`config.mk`:
```
export PLATFORM = sky130hd
export DESIGN_NAME = regbank_seq_ctrl
export DESIGN_NICKNAME = d
export VERILOG_FILES = /design/src/rtl/regbank_seq_ctrl.sv
export SDC_FILE = /design/constraint.sdc
export NUM_CORES = 1
export LEC_CHECK = 0
export CAP_MARGIN = 30
export CORE_ASPECT_RATIO = 0.6
export CORE_MARGIN = 2
export CORE_UTILIZATION = 30
export CTS_CLUSTER_SIZE = 20
export DETAILED_ROUTE_END_ITERATION = 10
export GPL_TIMING_DRIVEN = 0
export PLACE_DENSITY = 0.67
export SETUP_SLACK_MARGIN = 0.4
export SYNTH_ARGS = -nofsm -noshare
export SYNTH_HDL_FRONTEND = slang
export SYNTH_SLANG_ARGS = --single-unit
```
`constraint.sdc`:
```
create_clock -name clk -period 2.8 [get_ports clk]
set_clock_uncertainty 0.05 [all_clocks]
set_input_delay 0.56 -clock clk [delete_from_list [all_inputs] [get_ports clk]]
set_output_delay 0.56 -clock clk [all_outputs]
set_load 0.03 [all_outputs]
```
`src/rtl/regbank_seq_ctrl.sv`:
```
// Read/execute/writeback sequencer for the 8x32 register bank and external ALU.
// Optional macro REGBANK_R0_PROTECT_EN suppresses bank writes to R0.
module regbank_seq_ctrl #(
  parameter int DATA_W = 32,
  parameter int ADDR_W = 3,
  parameter int OP_W   = 4,
  parameter int CNT_W  = 16
) (
  input  logic              clk,
  input  logic              rst,
  input  logic              INSTR_VALID,
  output logic              INSTR_READY,
  input  logic [OP_W-1:0]   INSTR_OP,
  input  logic [ADDR_W-1:0] INSTR_RS1,
  input  logic [ADDR_W-1:0] INSTR_RS2,
  input  logic [ADDR_W-1:0] INSTR_RD,
  output logic [ADDR_W-1:0] SRC_REG1,
  output logic [ADDR_W-1:0] SRC_REG2,
  output logic              RD_EN,
  output logic [OP_W-1:0]   ALU_OP,
  input  logic [DATA_W-1:0] ALU_RESULT,
  output logic [ADDR_W-1:0] DEST_REG,
  output logic [DATA_W-1:0] WRT_DATA,
  output logic              WR_EN,
  output logic              DONE,
  output logic              ZERO,
  output logic [CNT_W-1:0]  RETIRED_CNT
);

  typedef enum logic [1:0] {
    IDLE,
    READ,
    EXEC,
    WB
  } state_t;

  localparam logic [OP_W-1:0] OP_CMP = '1;

  state_t state, state_nxt;

  logic              live;
  logic [OP_W-1:0]   op_q;
  logic [ADDR_W-1:0] rs1_q;
  logic [ADDR_W-1:0] rs2_q;
  logic [ADDR_W-1:0] rd_q;
  logic [DATA_W-1:0] result_q;
  logic              zero_q;
  logic [CNT_W-1:0]  cnt_q;
  logic              accept;
  logic              wr_allow;

  assign accept = INSTR_VALID && INSTR_READY;

  // live holds READY low until the first edge after reset release
  always_ff @(posedge clk or posedge rst) begin
    if (rst) begin
      state    <= IDLE;
      live     <= 1'b0;
      op_q     <= '0;
      rs1_q    <= '0;
      rs2_q    <= '0;
      rd_q     <= '0;
      result_q <= '0;
      zero_q   <= 1'b0;
      cnt_q    <= '0;
    end else begin
      state <= state_nxt;
      live  <= 1'b1;
      if (accept) begin
        op_q  <= INSTR_OP;
        rs1_q <= INSTR_RS1;
        rs2_q <= INSTR_RS2;
        rd_q  <= INSTR_RD;
      end
      if (state == EXEC) begin
        result_q <= ALU_RESULT;
        zero_q   <= (ALU_RESULT == '0);
      end
      if (state == WB) begin
        cnt_q <= cnt_q + CNT_W'(1);
      end
    end
  end

`ifdef REGBANK_R0_PROTECT_EN
  assign wr_allow = (op_q != OP_CMP) && (rd_q != '0);
`else
  assign wr_allow = (op_q != OP_CMP);
`endif

  always_comb begin
    state_nxt   = state;
    INSTR_READY = 1'b0;
    RD_EN       = 1'b0;
    WR_EN       = 1'b0;
    DONE        = 1'b0;
    unique case (state)
      IDLE: begin
        INSTR_READY = live;
        if (INSTR_VALID && live) state_nxt = READ;
      end
      READ: begin
        RD_EN     = 1'b1;
        state_nxt = EXEC;
      end
      EXEC: begin
        state_nxt = WB;
      end
      WB: begin
        DONE      = 1'b1;
        WR_EN     = wr_allow;
        state_nxt = IDLE;
      end
      default: state_nxt = IDLE;
    endcase
  end

  assign SRC_REG1    = rs1_q;
  assign SRC_REG2    = rs2_q;
  assign ALU_OP      = op_q;
  assign DEST_REG    = rd_q;
  assign WRT_DATA    = result_q;
  assign ZERO        = zero_q;
  assign RETIRED_CNT = cnt_q;

endmodule

```
==> reports/qor.log <==
[cts] CTS clk-pin slew, worst paths 0.05 ns
[cells_and_area] fill cell count 793
[cts] CTS-repair resized insts 2
[pwr] leakage power figure 1.77 nW
[cells_and_area] fraction of layout instances using a drive strength above 1 0.218
[yosys] synthesized instance count 183
[detailed_routing] Final ANT Viol Nets 0
[detailed_routing] total vias in the final route 1858
[yosys] distinct cell type count of the synthesized netlist 24
[sta] final cycle utilization of the critical path 0.809
[die] die boundary width 125 µm
[place] estimated wirelength of the detail-placed design 4.64 mm
[place] final weighted congestion in routability-driven placement 0.769
[grt] GR Util met1 0.192
[cells_and_area] number of nets in the final layout 360
[cts] # clock sinks 65
[pwr] VDD IR-drop max 0.581 mV
[grt] met3 demand-to-capacity share in global routing 0.0646
[cts] level count of the clock H-tree 3
[sta] max-slew violation total from the final report 0
[setup_path] source of the worst register-to-register timing path state[0]$_DFFE_PP0P_
[setup_path] first element of the critical path state[1]$_DFFE_PP0P_
[cells_and_area] layout overhead on the synthesized area 59.4%
[setup_path] required time at the endpoint of the critical path 2.19 ns
[die] floorplan die area 9570 µm²
[die] floorplan die height 76.6 µm
[sta] Slew @ Worst Pin 0.804 ns
[sta] worst hold slack after final layout 0.417 ns
[grt] global route hottest layer met1
[sta] setup violators final 0
[cells_and_area] Antenna Diode Count 0
[sta] highest attainable clock frequency 442 MHz
[place] Post-Place Cells 408
[setup_path] largest fanout of any net on the critical path 3
[yosys] Synth Area per Inst 14.4 µm²
[grt] initial antenna violation count 0
[cts] cts hold-fix bufs 0
[sta] worst-case headroom to the max-slew limit 0.464
[cells_and_area] final design instance area without fill 4200 µm²
[cells_and_area] storage element area 1630 µm²
[cts] root cell of the clock tree clkbuf_16
[detailed_routing] total DRC errors in the routed layout 0
[cts] Clock Path Buffers 2
[grt] largest net degree at the start of global routing 66
[grt] global-route usage over all layers 0.139
[cells_and_area] combined area of the multi-input logic cells 957 µm²
[die] IO Count 114
[grt] global-route wire length before repair 10.3 mm
[detailed_routing] First-pass DRT Iterations 4
[setup_path] type of the setup path with the least slack reg -> out
[detailed_routing] average wire per cell in the routed design 14.8 µm
[cts] clock buffer count from CTS 9
[yosys] FF+latch count, synth 65
[sta] Final Hold Viols 0
[flow_run] count of max-cap constraint violations 0
[setup_path] number of cells on the worst reg-to-reg path 7
[sta] Min Clock Period, post-route 2.26 ns
[detailed_routing] detailed router's first-iteration violation count 74
[cells_and_area] non-filler instance count after layout 424
[grt] total gr overflow 0
[cells_and_area] Final Core Density 0.493
[worst_hold_path] Min-Delay Path Depth 1
[setup_path] CP endpoint kind output pin
[cells_and_area] commonest cells after routing, fill and taps aside clkdlybuf4s50_1, dfrtp_1, mux2_2
[grt] met2 routing resource usage after global routing 0.190
[die] row cnt 26
[cts] CTS tree built
[setup_path] category of the worst setup path launch point flop
[cts] count of buffers added by post-CTS timing repair for setup 0
[sta] setup_tns 0 ns
[detailed_routing] average vias per placed instance 4.38
[sta] RSZ-0062 raised after global routing no
[die] initial cell density of the core 0.309
[yosys] number of nets produced by synthesis 236
[pwr] Pwr per Cell Area 1220 nW/µm²
[cells_and_area] commonest non-fill, non-tap cell in the layout clkdlybuf4s50_1
[grt] number of global-route vias before repair 1953
[detailed_routing] final WL 6.26 mm
[cts] clock insertion delay at the later pin of the skew report 0.32 ns
[yosys] Seq/Total Area, Yosys 0.617
[outcome] run status completed
[worst_hold_path] class of the tightest hold or removal check reg -> reg
[setup_path] data arrival time at the worst-slack endpoint 1.65 ns
[place] number of I/O port buffers 113
[yosys] Yosys Warn Count 0
[yosys] Cell Area, Synth 2640 µm²
[die] core area 8520 µm²
[place] Area after DPL 3910 µm²
[worst_hold_path] critical hold path startpoint RETIRED_CNT[15]$_DFFE_PP0P_
-- stage by stage --
| step | setup WS, ns | power (mW) |
|---|---|---|
| floorplan | 0.564 | 3.03 |
| global placement | -0.675 | 4.04 |
| detailed placement | 0.402 | 4.08 |
| CTS | 0.429 | 5.20 |
| global route | 0.444 | 5.40 |
| finish | 0.536 | 5.12 |
-- area by class of cell --
type | count | area share
Sequential cell | 65 | 0.387
Clock inverter | 3 | 0.00954
Buffer | 6 | 0.00775
Multi-Input combinational cell | 107 | 0.228
Timing Repair Buffer | 113 | 0.269
Clock buffer | 13 | 0.0596
Inverter | 5 | 0.00507
Tap cell | 112 | 0.0334
-- worst paths after layout --
check                                                   end  slack [ns]
worst max-delay path                                  RD_EN        0.54
worst min-delay path            RETIRED_CNT[15]$_DFFE_PP0P_        0.42
worst max register to register             ZERO$_DFFE_PP0N_        0.92
worst min register to register  RETIRED_CNT[15]$_DFFE_PP0P_        0.42
max in group asynchronous           SRC_REG1[0]$_DFFE_PP0P_        1.48
min in group asynchronous          WRT_DATA[20]$_DFFE_PP0N_        0.70
-- worst max-delay path, stage by stage, from the launching register on --
cell and delay, ns:
dfrtp_1 0.39, inv_1 0.11, ha_1 0.16, clkdlybuf4s50_1 0.67
-- report_power, final --
part | switching, mW | internal [mW]
clock network | 0.373 | 0.710
registers | 0.234 | 1.34
logic | 1.31 | 1.16
total | 1.92 | 3.21
-- metal layers --
metal  share of wire  wire [µm]
met3           0.074        463
met4           0.016         98
met1            0.49       3060
met2            0.42       2640
met5               0          0
-- registers in the layout (all words and copies together), names as in the netlist --
name         flops
ALU_OP           4
RETIRED_CNT     16
WRT_DATA        32
SRC_REG1         3
SRC_REG2         3
ZERO             1
DEST_REG         3
live             1
state            2
-- cell families after synthesis --
logic type                 after synthesis  share of synthesized area
DFF                                     65                      0.617
muxes                                   46                      0.197
other                                    1                    0.00142
and+or+nand+nor                         36                     0.0793
AOI/OAI and AO/OA                        4                     0.0123
buffers and inverters                   11                     0.0195
xor gates and xnor gates                15                     0.0499
adders and majority gates                5                     0.0237
-- synth_stat cells --
master,number,area [µm²]
a31oi_1,1,6.26
a41oi_1,1,8.76
and2_1,1,6.26
and3_1,4,25.0
and4_1,3,26.3
buf_2,5,25.0
buf_4,1,7.51
conb_1,1,3.75
dfrtp_1,65,1630
ha_1,5,62.6
inv_1,5,18.8
mux2_2,46,518
nand2_1,10,37.5
nand3_1,5,25.0
nand4_1,3,18.8
nor2_1,1,3.75
nor3_1,1,5.00
nor4_1,5,31.3
nor4b_2,1,15.0
o21ai_0,1,5.00
o22ai_2,1,12.5
or4_1,2,15.0
xnor2_1,12,105
xor2_1,3,26.3
Note: power is estimated with default switching activity, not from simulation.
